<file path="config.mk">
export PLATFORM = sky130hd
export DESIGN_NAME = alu32_arbiter
export DESIGN_NICKNAME = d
export VERILOG_FILES = /design/src/rtl/alu32_arbiter_pkg.sv /design/src/rtl/alu32_arbiter_rr_arb2.sv /design/src/rtl/alu32_arbiter.sv
export SDC_FILE = /design/constraint.sdc
export NUM_CORES = 1
export LEC_CHECK = 0
export CAP_MARGIN = 20
export CELL_PAD_IN_SITES_DETAIL_PLACEMENT = 1
export CELL_PAD_IN_SITES_GLOBAL_PLACEMENT = 1
export CORE_AREA = 2 2 140 142
export CTS_CLUSTER_SIZE = 24
export DETAILED_ROUTE_END_ITERATION = 10
export DIE_AREA = 0 0 142 144
export PLACE_DENSITY = 0.74
export SETUP_SLACK_MARGIN = 0.4
export SYNTH_ARGS = -nofsm -noshare
export SYNTH_HDL_FRONTEND = slang
export SYNTH_HIERARCHICAL = 1
export SYNTH_SLANG_ARGS = --single-unit
</file>
<file path="constraint.sdc">
create_clock -name Clk -period 1.6 [get_ports Clk]
set_clock_uncertainty 0.2 [all_clocks]
set_input_delay 0.16 -clock Clk [delete_from_list [all_inputs] [get_ports Clk]]
set_output_delay 0.16 -clock Clk [all_outputs]
set_load 0.05 [all_outputs]
</file>
<file path="src/rtl/alu32_arbiter_pkg.sv">
// Shared definitions for the two-requester ALU32 arbiter: default widths,
// ALU opcode encodings, FSM state encoding and a small one-hot helper.
package alu32_arbiter_pkg;

  localparam int unsigned ALU_WIDTH = 32;
  localparam int unsigned ALU_OPW   = 3;

  // ALU32 operation select encodings
  localparam logic [ALU_OPW-1:0] OP_AND = 3'd0;
  localparam logic [ALU_OPW-1:0] OP_OR  = 3'd1;
  localparam logic [ALU_OPW-1:0] OP_ADD = 3'd2;
  localparam logic [ALU_OPW-1:0] OP_SUB = 3'd3;
  localparam logic [ALU_OPW-1:0] OP_XOR = 3'd4;

  // Encoding 2'd3 is unused and falls back to S_IDLE
  typedef enum logic [1:0] {
    S_IDLE = 2'd0,
    S_EXEC = 2'd1,
    S_RESP = 2'd2
  } state_t;

  // Requester index -> one-hot two-bit vector
  function automatic logic [1:0] onehot2(input logic idx);
    return idx ? 2'b10 : 2'b01;
  endfunction

endpackage

</file>
<file path="src/rtl/alu32_arbiter_rr_arb2.sv">
// Two-input round-robin grant picker (purely combinational).
// Ports:
//   Req [1:0] : request vector, bit i = requester i
//   Ptr       : favoured requester this round
//   Gnt [1:0] : one-hot grant, zero when no request
module rr_arb2 (
  input  logic [1:0] Req,
  input  logic       Ptr,
  output logic [1:0] Gnt
);

  always_comb begin
    Gnt = 2'b00;
    if (Ptr == 1'b0) begin
      if (Req[0])      Gnt = 2'b01;
      else if (Req[1]) Gnt = 2'b10;
    end else begin
      if (Req[1])      Gnt = 2'b10;
      else if (Req[0]) Gnt = 2'b01;
    end
  end

endmodule

</file>
<file path="src/rtl/alu32_arbiter.sv">
// Shares one external combinational ALU32 between two requesters.
// Round-robin grant, registered operands, one settle cycle, then a held
// response until the owning requester consumes it.
// Ports:
//   Clk, Rst_n           : clock, asynchronous active-low reset
//   Req_Valid/Req_Ready  : per-requester request handshake (Req_Ready combinational)
//   Req_Op/Req_A/Req_B   : packed per-requester opcode and operands
//   Rsp_Valid/Rsp_Ready  : per-requester response handshake
//   Rsp_Data             : shared result bus, qualified by Rsp_Valid
//   Alu_Op/In1/In2       : registered drive into the ALU32
//   Alu_Out              : ALU32 result
//   Busy                 : high while an operation is in flight
module alu32_arbiter
  import alu32_arbiter_pkg::*;
#(
  parameter int unsigned WIDTH = ALU_WIDTH,
  parameter int unsigned OPW   = ALU_OPW
) (
  input  logic                 Clk,
  input  logic                 Rst_n,
  input  logic [1:0]           Req_Valid,
  output logic [1:0]           Req_Ready,
  input  logic [2*OPW-1:0]     Req_Op,
  input  logic [2*WIDTH-1:0]   Req_A,
  input  logic [2*WIDTH-1:0]   Req_B,
  output logic [1:0]           Rsp_Valid,
  input  logic [1:0]           Rsp_Ready,
  output logic [WIDTH-1:0]     Rsp_Data,
  output logic [OPW-1:0]       Alu_Op,
  output logic [WIDTH-1:0]     Alu_In1,
  output logic [WIDTH-1:0]     Alu_In2,
  input  logic [WIDTH-1:0]     Alu_Out,
  output logic                 Busy
);

  state_t     state, state_nxt;
  logic       rr_ptr;
  logic       gnt_id;
  logic [1:0] gnt_c;
  logic       load_c, capture_c, release_c;

  rr_arb2 u_arb (
    .Req (Req_Valid),
    .Ptr (rr_ptr),
    .Gnt (gnt_c)
  );

  // State register
  always_ff @(posedge Clk or negedge Rst_n) begin
    if (!Rst_n) state <= S_IDLE;
    else        state <= state_nxt;
  end

  // Next state, request acceptance and datapath enables
  always_comb begin
    state_nxt = state;
    Req_Ready = 2'b00;
    load_c    = 1'b0;
    capture_c = 1'b0;
    release_c = 1'b0;
    case (state)
      S_IDLE: begin
        // Gated by reset so Req_Ready reads zero while held in reset
        if (Rst_n && (|Req_Valid)) begin
          Req_Ready = gnt_c;
          load_c    = 1'b1;
          state_nxt = S_EXEC;
        end
      end
      S_EXEC: begin
        capture_c = 1'b1;
        state_nxt = S_RESP;
      end
      S_RESP: begin
        if (Rsp_Ready[gnt_id]) begin
          release_c = 1'b1;
          state_nxt = S_IDLE;
        end
      end
      default: state_nxt = S_IDLE;
    endcase
  end

  // Operand capture, result capture and response hold
  always_ff @(posedge Clk or negedge Rst_n) begin
    if (!Rst_n) begin
      Alu_Op    <= '0;
      Alu_In1   <= '0;
      Alu_In2   <= '0;
      Rsp_Data  <= '0;
      Rsp_Valid <= 2'b00;
      gnt_id    <= 1'b0;
      rr_ptr    <= 1'b0;
      Busy      <= 1'b0;
    end else begin
      Busy <= (state_nxt != S_IDLE);
      if (load_c) begin
        Alu_Op  <= gnt_c[1] ? Req_Op[OPW +: OPW]     : Req_Op[0 +: OPW];
        Alu_In1 <= gnt_c[1] ? Req_A[WIDTH +: WIDTH]  : Req_A[0 +: WIDTH];
        Alu_In2 <= gnt_c[1] ? Req_B[WIDTH +: WIDTH]  : Req_B[0 +: WIDTH];
        gnt_id  <= gnt_c[1];
        rr_ptr  <= ~gnt_c[1];
      end
      if (capture_c) begin
        Rsp_Data  <= Alu_Out;
        Rsp_Valid <= onehot2(gnt_id);
      end
      if (release_c) begin
        Rsp_Valid <= 2'b00;
      end
    end
  end

endmodule

</file>
==> qor.txt <==
Outcome: complete, but fails checks
Failing checks: negative hold slack, negative setup slack
Net switching power: 10100 µW
Total GRT Usage: 0.184
Arrival @ worst endpoint: 1.95 ns
Total power: 25200 µW
Post-synth cell types: 26
CTS Buffer Depth: 2
Rel. slew slack: 0.597
Vias in the first global route: 4831
P_int: 15100 µW
Setup violators final: 104
Non-filler cells, final: 957
Most frequent cell after synthesis: dfrtp_1
Clock network power share: 0.093
Std cell rows: 51
Grt ovf: 0
Slowest stage cell, crit path: dfrtp_1
Clk root buf: clkbuf_16
CP endpoint kind: flip-flop
Syn. warnings: 6
Final cycle utilization of the critical path: 1.20
Largest stage delay, worst path: 0.38 ns
Maximum clock frequency: 0.520 GHz
Critical Path Source Type: flip-flop
Detail Placement HPWL: 12900 µm
DRT iter0 DRCs: 104
Post-Syn Instances: 317
Critical path buffers and inverters: 3
RSZ-0062 raised after global routing: true
Routed via count: 4297
Clock sink count: 106
Fill cells: 1752
Slew at the pin with the worst max-slew slack: 0.605 ns
Lkg Pwr: 0.00518 µW
Final Hold Viols: 106
Sw frac: 0.402
Clock slew at reported path FFs: 0.08 ns
Synth top cells by count: dfrtp_1, mux2_2, mux2_4
Hold Crit Class: primary input to asynchronous set/reset pin
Synth top area share: 0.506
Clk Latency, worst-skew pair: 0.35 ns
Layout cell share with drive strength beyond 1: 0.604
Async SR Flop Fraction: 1.00
Netlist Area Pre-Place: 0.00524 mm²
First-pass GRT wire length: 28300 µm
Area leader, netlist: dfrtp_1
Nets: 886
Area grow syn2layout: 113%
Gate power share: 0.682
#FFs+latches synth: 106
Initial core utilization: 0.275
CP max FO: 28
First drt pass iteration count: 4
H-tree lvl count: 3
Inserted Clock Buffers: 9
Largest net degree at the start of global routing: 107
Die area: 0.0204 mm²
Ant. Diodes: 0
Post-route setup slack: -0.324 ns
Die height: 144 µm
Post-synth EDFFs: 0
IO buf count: 275
Core region area: 0.0191 mm²
Ys flop type: dfrtp_1
Die W: 142 µm
Critical-path cell list: inv_2 -> a21boi_4 -> buf_12 -> buf_16 -> mux2_2 -> mux2_4
Sequential share of power: 0.225
Placed Cells incl. Taps: 833
DRT antenna net count: 0
Main area contributors after synthesis: dfrtp_1, mux2_2, mux2_4
CP required: 1.63 ns
Final Wtd Congestion: 0.742
CP delay by family, top: multiplexers
DR DRC count: 0
DR WL/cell: 21.3 µm
Via-per-instance ratio: 4.49
Slew Viols, Final: 0
Routed wire length: 20300 µm
CTS tree: built
Synthesized area per cell: 16.5 µm²
Cell Pwr Density: 2260 mW/mm²
Sequential area share after synthesis: 0.506
Final min period: 1.92 ns
Initial antenna violation count: 1
Syn_nets: 489
Maximum vdd drop: 1.32 mV
Top-Level Pins: 276
Maxcap violations: 0
Fin Hold WS: -0.276 ns
Critical path class: flip-flop to flip-flop
==> repair_timing <==
action                     4_1_cts  5_1_grt
setup endpoints to repair      209      209
hold endpoints to repair       106      106
setup buffers                   52       44
pin swaps                        5        6
resized for setup               28       44
cloned                           8        4
==> area by class of cell <==
| cell class | count | area [µm²] | area share |
|---|---|---|---|
| clock inverter | 5 | 61.3 | 0.00548 |
| clock buffer | 11 | 243 | 0.0217 |
| timing repair buffer | 405 | 5290 | 0.473 |
| inverter | 4 | 22.5 | 0.00201 |
| sequential | 106 | 2650 | 0.237 |
| multi-input combinational | 188 | 2620 | 0.234 |
| tap | 238 | 298 | 0.0266 |
==> placed cells by master (no fill, tap or decap), drive strengths merged <==
cell type,instances
buf,230
clkdlybuf4s50,168
mux2,167
dfrtp,106
clkbuf,14
inv,6
a21oi,3
and2,2
nand2,2
bufbuf,2
o211ai,2
clkinv,2
a21boi,2
nor2,1
nor2b,1
and2b,1
nand2b,1
o21ai,1
a21bo,1
a221oi,1
nand3b,1
a311oi,1
mux2i,1
bufinv,1
dlygate4sd2,1
dlymetal6s2s,1
==> worst reg2reg max path: cells and delay by family (launching register included) <==
family,cells,cell delay [ns]
flops,1,0.38
buf+inv,3,0.41
mux,2,0.66
compound gates,1,0.15
==> per-stage QoR <==
step | cell area [µm²] | setup TNS (ns) | setup WS, ns | hold WS [ns] | utilization
2_1_floorplan | 5410 | -6.00 | -0.0902 | -0.336 | -
3_3_place_gp | 9480 | -33.99 | -0.519 | 0.144 | 0.497
3_5_place_dp | 9480 | -37.02 | -0.584 | 0.151 | 0.497
4_1_cts | 10500 | -25.02 | -0.357 | -0.230 | 0.552
5_1_grt | 11200 | -30.03 | -0.374 | -0.229 | 0.586
6_report | 11200 | -24.96 | -0.324 | -0.276 | 0.586
==> registers in the layout, summed over array words and instances, names as in the netlist <==
| signal | cells |
|---|---|
| gnt_id | 1 |
| Rsp_Data | 32 |
| Alu_In1 | 32 |
| Busy | 1 |
| Alu_Op | 3 |
| Alu_In2 | 32 |
| rr_ptr | 1 |
| Rsp_Valid | 2 |
| state | 2 |
==> logic make-up (layout without fill, tap and decap cells) <==
kind of cell	Yosys count	count (layout)	share of synthesized area
buffers and inverters	23	425	0.0558
muxes	168	168	0.409
DFF	106	106	0.506
AOI/OAI and AO/OA	11	11	0.0193
and+or+nand+nor	9	9	0.0103
==> layer usage <==
metal	vias up	wire length, µm	global-route usage
met3	32	1310	0.0556
met5	-	13	0
li1	1932	-	-
met4	2	467	0.0542
met1	2145	8110	0.210
met2	186	10500	0.332
==> power groups by stage <==
stage                     Clock [µW]  Sequential (µW)  Combinational [µW]
after floorplan                    0             9500                3390
after global placement             0             5620               14500
after detailed placement           0             5720               14700
after CTS                       2390             5650               16200
after global routing            2520             5860               17800
final                           2340             5690               17200
==> worst paths after layout <==
kind | cells past startpoint | slack, ns | from | end
setup / recovery | 6 | -0.32 | rr_ptr$_DFFE_PN0P_ | Alu_In2[14]$_DFFE_PN0P_
hold / removal | 2 | -0.28 | Rst_n | Alu_In1[14]$_DFFE_PN0P_
setup reg to reg | 6 | -0.32 | rr_ptr$_DFFE_PN0P_ | Alu_In2[14]$_DFFE_PN0P_
hold reg to reg | 1 | 0.38 | Alu_In2[10]$_DFFE_PN0P_ | Alu_In2[10]$_DFFE_PN0P_
max in group asynchronous | 2 | 1.01 | Rst_n | state[0]$_DFF_PN0_
min in group Clk | 4 | 0.12 | Rst_n | Busy$_DFF_PN0_
Note: power is estimated with default switching activity, not from simulation.
